`src/rtl/cache_arb_pkg.sv`:
```
// Shared types for the I/D cache memory-port arbiter.
package cache_arb_pkg;

    localparam int unsigned ADDR_W = 32;
    localparam int unsigned DATA_W = 32;
    localparam int unsigned SIZE_W = 2;

    typedef enum logic [1:0] {
        IDLE = 2'b00,
        ADDR = 2'b01,
        DATA = 2'b10
    } arb_state_e;

    localparam logic GNT_I = 1'b0;
    localparam logic GNT_D = 1'b1;

    // Transfer size encodings shared with the caches.
    localparam logic [SIZE_W-1:0] SIZE_BYTE = 2'b00;
    localparam logic [SIZE_W-1:0] SIZE_HALF = 2'b01;
    localparam logic [SIZE_W-1:0] SIZE_WORD = 2'b10;

    typedef struct packed {
        logic              wr;
        logic [SIZE_W-1:0] size;
        logic [ADDR_W-1:0] addr;
        logic [DATA_W-1:0] wdata;
    } mem_req_t;

endpackage

```
`src/rtl/cache_arb_pick.sv`:
```
// Grant policy for the cache memory arbiter. Default is D priority with a starvation
// guard; defining CACHE_ARB_RR_EN selects strict round-robin on ties.
module cache_arb_pick
    import cache_arb_pkg::*;
#(
    parameter int unsigned STARVE_LIMIT = 4,
    parameter int unsigned CNT_W        = 4
) (
    input  logic             i_req,
    input  logic             d_req,
    input  logic [CNT_W-1:0] starve_cnt,
    input  logic             last_gnt,
    output logic             gnt_c
);

`ifdef CACHE_ARB_RR_EN
    localparam int unsigned unused_limit = STARVE_LIMIT;
    logic unused_cnt;
    assign unused_cnt = ^starve_cnt;

    // On a tie the side not served last wins.
    always_comb begin
        gnt_c = GNT_D;
        if (i_req && !d_req) begin
            gnt_c = GNT_I;
        end else if (i_req && d_req) begin
            gnt_c = (last_gnt == GNT_D) ? GNT_I : GNT_D;
        end
    end
`else
    logic unused_last_gnt;
    assign unused_last_gnt = last_gnt;

    // D wins ties until I has been passed over STARVE_LIMIT times in a row.
    always_comb begin
        gnt_c = GNT_D;
        if (i_req && !d_req) begin
            gnt_c = GNT_I;
        end else if (i_req && d_req) begin
            if (starve_cnt == CNT_W'(STARVE_LIMIT)) begin
                gnt_c = GNT_I;
            end
        end
    end
`endif

endmodule

```
`src/rtl/cache_mem_arbiter.sv`:
```
// Shares one sram-like memory port between the I and D caches, one transaction at a time.
// Optional CACHE_ARB_RR_EN: round-robin ties instead of D priority with starvation guard.
module cache_mem_arbiter
    import cache_arb_pkg::*;
#(
    parameter int unsigned STARVE_LIMIT = 4,
    parameter int unsigned CNT_W        = 4
) (
    input  logic              clk,
    input  logic              rst,

    input  logic              i_req,
    input  logic              i_wr,
    input  logic [SIZE_W-1:0] i_size,
    input  logic [ADDR_W-1:0] i_addr,
    input  logic [DATA_W-1:0] i_wdata,
    output logic [DATA_W-1:0] i_rdata,
    output logic              i_addr_ok,
    output logic              i_data_ok,

    input  logic              d_req,
    input  logic              d_wr,
    input  logic [SIZE_W-1:0] d_size,
    input  logic [ADDR_W-1:0] d_addr,
    input  logic [DATA_W-1:0] d_wdata,
    output logic [DATA_W-1:0] d_rdata,
    output logic              d_addr_ok,
    output logic              d_data_ok,

    output logic              m_req,
    output logic              m_wr,
    output logic [SIZE_W-1:0] m_size,
    output logic [ADDR_W-1:0] m_addr,
    output logic [DATA_W-1:0] m_wdata,
    input  logic [DATA_W-1:0] m_rdata,
    input  logic              m_addr_ok,
    input  logic              m_data_ok
);

    arb_state_e       state, state_nxt;
    logic             gnt, gnt_nxt;
    logic             pick_gnt_c;
    logic [CNT_W-1:0] pick_cnt;
    mem_req_t         i_bus, d_bus, sel_bus;
    logic             gnt_req;

    assign i_bus = {i_wr, i_size, i_addr, i_wdata};
    assign d_bus = {d_wr, d_size, d_addr, d_wdata};

    assign i_rdata = m_rdata;
    assign d_rdata = m_rdata;

    cache_arb_pick #(
        .STARVE_LIMIT (STARVE_LIMIT),
        .CNT_W        (CNT_W)
    ) u_pick (
        .i_req      (i_req),
        .d_req      (d_req),
        .starve_cnt (pick_cnt),
        .last_gnt   (gnt),
        .gnt_c      (pick_gnt_c)
    );

    always_ff @(posedge clk) begin
        if (rst) begin
            state <= IDLE;
            gnt   <= GNT_I;
        end else begin
            state <= state_nxt;
            gnt   <= gnt_nxt;
        end
    end

`ifdef CACHE_ARB_RR_EN
    assign pick_cnt = '0;
`else
    logic [CNT_W-1:0] starve_cnt, starve_cnt_nxt;

    // Counts consecutive D grants that passed over a waiting I request.
    always_comb begin
        starve_cnt_nxt = starve_cnt;
        if (state == IDLE && (i_req || d_req)) begin
            if (pick_gnt_c == GNT_D && i_req) begin
                if (starve_cnt != CNT_W'(STARVE_LIMIT)) begin
                    starve_cnt_nxt = starve_cnt + CNT_W'(1);
                end
            end else begin
                starve_cnt_nxt = '0;
            end
        end
    end

    always_ff @(posedge clk) begin
        if (rst) begin
            starve_cnt <= '0;
        end else begin
            starve_cnt <= starve_cnt_nxt;
        end
    end

    assign pick_cnt = starve_cnt;
`endif

    // Next state and port steering; requests pass through unregistered while in ADDR.
    always_comb begin
        state_nxt = state;
        gnt_nxt   = gnt;
        sel_bus   = (gnt == GNT_D) ? d_bus : i_bus;
        gnt_req   = (gnt == GNT_D) ? d_req : i_req;
        m_req     = 1'b0;
        m_wr      = 1'b0;
        m_size    = '0;
        m_addr    = '0;
        m_wdata   = '0;
        i_addr_ok = 1'b0;
        i_data_ok = 1'b0;
        d_addr_ok = 1'b0;
        d_data_ok = 1'b0;

        unique case (state)
            IDLE: begin
                if (i_req || d_req) begin
                    gnt_nxt   = pick_gnt_c;
                    state_nxt = ADDR;
                end
            end
            ADDR: begin
                m_req   = 1'b1;
                m_wr    = sel_bus.wr;
                m_size  = sel_bus.size;
                m_addr  = sel_bus.addr;
                m_wdata = sel_bus.wdata;
                if (gnt == GNT_D) begin
                    d_addr_ok = m_addr_ok;
                    d_data_ok = m_addr_ok && m_data_ok;
                end else begin
                    i_addr_ok = m_addr_ok;
                    i_data_ok = m_addr_ok && m_data_ok;
                end
                // Address and data completing together skip DATA entirely.
                if (m_addr_ok) begin
                    state_nxt = m_data_ok ? IDLE : DATA;
                end else if (!gnt_req) begin
                    state_nxt = IDLE;
                end
            end
            DATA: begin
                if (gnt == GNT_D) begin
                    d_data_ok = m_data_ok;
                end else begin
                    i_data_ok = m_data_ok;
                end
                if (m_data_ok) begin
                    state_nxt = IDLE;
                end
            end
            default: begin
                state_nxt = IDLE;
            end
        endcase
    end

endmodule

```
`config.mk`:
```
export PLATFORM = sky130hd
export DESIGN_NAME = cache_mem_arbiter
export DESIGN_NICKNAME = d
export VERILOG_FILES = /design/src/rtl/cache_arb_pkg.sv /design/src/rtl/cache_arb_pick.sv /design/src/rtl/cache_mem_arbiter.sv
export SDC_FILE = /design/constraint.sdc
export NUM_CORES = 1
export LEC_CHECK = 0
export CAP_MARGIN = 40
export CORE_AREA = 8 8 114 116
export DETAILED_ROUTE_END_ITERATION = 16
export DIE_AREA = 0 0 122 124
export GPL_ROUTABILITY_DRIVEN = 0
export PLACE_DENSITY = 0.79
export SYNTH_ARGS = -nofsm -noshare
export SYNTH_HDL_FRONTEND = slang
export SYNTH_HIERARCHICAL = 1
export SYNTH_SLANG_ARGS = --single-unit
export TNS_END_PERCENT = 50
```
`constraint.sdc`:
```
create_clock -name clk -period 3.35 [get_ports clk]
set_clock_uncertainty 0.05 [all_clocks]
set_input_delay 0.5025 -clock clk [delete_from_list [all_inputs] [get_ports clk]]
set_output_delay 0.5025 -clock clk [all_outputs]
set_load 0.01 [all_outputs]
```
==> results.toml <==
[detailed_routing]
drt_pre_antenna_iters = 4
wl_per_cell_microns = 17.7
vias = 2334
drt-initial-drc-count = 74
via_per_inst = 4.18
drcViolationCount = 0
ant_nets = 0
drt_wl_total_microns = 9880

[power_and_ir_drop]
leakagePower_nw = 1.45
pwr_density_cell_nw_per_um2 = 235
ir_worst_vdd_uv = 159

[job]
cap_violations = 0

[logic_synthesis]
ys.flop_type = "dfxtp_1"
synth_cell_types = 34
yosysWarnings = 6
synth-seq-cells = 7
synth_area_per_cell_sq_um = 7.88
async_reset_ff_frac = 0
yosysSeqAreaShare = 0.0642
synth_edf_count = 0
syn_area_sq_um = 2180
synthCells = 277
synth_nets = 454

[global_route]
overflow = 0
grt_max_degree = 45
track_usage = 0.114
grt_first_pass_wirelength_microns = 13800
grt_pass1_vias = 2483
antenna_found_initial = 0

[die]
placementRows = 39
coreArea_sq_um = 11200
dieArea_sq_um = 15100
num_io_pins = 308
die_h_microns = 124
start_util = 0.195
die_x_microns = 122

[timing]
fmax_ghz = 0.367
finalSetupViolations = 0
slew_violations = 0
rsz0062_at_grt = "false"
tightest_slew_ns = 0.517
tns_ns = 0
finalCriticalPeriod_ns = 2.73
hold_violations = 0
slew_headroom = 0.655
period_share = 0.814
hold_slack_ns = 0.522

[worst_setup_path]
startpoint_type = "flip-flop"
critPathKind = "flip-flop to primary output"
end_kind = "primary output"
max_stage_delay_ns = 0.58
path_depth = 5
worstPathMaxFanout = 44
crit_end = "m_wdata[23]"
reg2reg_from = "state[1]"
critPathRequiredTime_ns = 2.80
startpoint = "state[1]"
reg2reg_to = "state[1]"
critPathBufInv = 3
path_cells = "inv_1, ha_2, buf_12, nor2b_1, clkdlybuf4s50_1"
slowest_stage = "clkdlybuf4s50_1"
crit_family = "buffers and inverters"
crit_arrival_ns = 2.18
ff2ff_setup_slack_ns = 1.53
reg2reg_depth = 5

[clock_tree]
cts_tree = "yes"
holdBufCountCts = 0
clock_path_buffers = 2
clock-sinks = 7
numCtsBuffers = 3
postCtsSetupBuffers = 0
clk_pin_slew_ns = 0.04
ctsResizeCount = 0
cts_htree_levels = 1
clk_latency_ns = 0.23
clockRootBuffer = "clkbuf_16"

[cells_and_area]
syn2layout_area_growth_pct = 85.3
diodes = 0
drive_above_1_share = 0.0265
nets = 593

[placement]
portBuffers = 211
dp_hpwl_microns = 8510

[run_status]
status = "complete, no violations"

[min_path]
hp-class = "flip-flop to flip-flop"
-- placed cells by master, fill, tap and decap left out, types with 2 or more instances in the layout --
master,n
o21a_1,3
inv_1,6
and3_1,2
o21ai_0,2
buf_12,2
nand2_1,5
nand3_1,4
clkdlybuf4s50_1,211
a21oi_1,4
nand2b_1,2
o221a_1,2
mux2i_1,67
clkbuf_16,3
nor2_1,2
nor2b_1,67
nor3_1,3
ha_1,4
dfxtp_1,6
o22ai_1,2
-- registers in the layout, summed over array words and instances (netlist names) --
| register | flops |
|---|---|
| pick_cnt | 4 |
| state | 2 |
| gnt | 1 |
-- metal layers --
metal,GRT usage,up-vias,wire length (microns)
li1,-,1148,-
met5,0,-,0
met3,0.0544,33,1230
met4,0.0332,0,246
met1,0.118,1019,3400
met2,0.201,134,5000
-- synth_stat cells, types with 3 or more instances --
master	number	area (sq um)
o21a_1	3	22.5
nand2_1	5	18.8
clkbuf_1	6	22.5
mux2i_1	67	671
ha_1	5	62.6
nor2b_1	67	419
nor3_1	3	15.0
inv_1	6	22.5
buf_4	65	488
dfxtp_1	7	140
nand3_1	4	20.0
buf_2	8	40.0
a21oi_1	4	20.0
-- cells by family (layout without fill, tap and decap cells) --
| family | count (synthesis) | in the layout | share of synthesized area |
|---|---|---|---|
| adder cells (fa/ha/maj) | 5 | 5 | 0.0287 |
| multiplexers | 69 | 69 | 0.319 |
| flip-flops | 7 | 7 | 0.0642 |
| buffers and inverters | 86 | 224 | 0.268 |
| AO/OA/AOI/OAI | 19 | 19 | 0.0636 |
| AND/OR/NAND/NOR | 91 | 91 | 0.257 |
-- where the power goes --
part	total, mW	internal (mW)	leakage (nW)	switching [mW]
Clock	0.203	0.158	0.0382	0.0451
Sequential	0.104	0.0891	0.0578	0.0146
Combinational	0.642	0.406	1.36	0.236
-- metrics by stage --
| stage | power, mW | area (sq um) | worst slack (ns) | instances | util |
|---|---|---|---|---|---|
| 2_1_floorplan | 0.456 | 2180 | 1.48 | 277 | - |
| 6_report | 0.949 | 4040 | 0.622 | 558 | 0.362 |
| 5_1_grt | 1.01 | 4040 | 0.458 | 558 | 0.362 |
| 3_5_place_dp | 0.754 | 3970 | 0.819 | 554 | 0.355 |
| 4_1_cts | 0.964 | 4040 | 0.546 | 558 | 0.362 |
| 3_3_place_gp | 0.743 | 3970 | 0.794 | 554 | 0.355 |
-- worst min-delay path by stage --
stage                     startpoint  endpoint  slack (ns)  cells past startpoint
after detailed placement    state[0]  state[0]        0.50                      1
after global placement      state[0]  state[0]        0.50                      1
after floorplan             state[0]  state[0]        0.47                      1
after global routing        state[0]  state[0]        0.56                      1
final                       state[0]  state[0]        0.52                      1
after CTS                   state[0]  state[0]        0.52                      1
-- cell type report --
type / instances / area, sq um
fill: 1154 / 7130
timing repair buffer: 214 / 2160
multi-input combinational: 184 / 1460
tap: 143 / 179
sequential: 7 / 144
clock buffer: 4 / 78.8
inverter: 6 / 22.5
No activity file was read; power rests on OpenSTA's default activity.
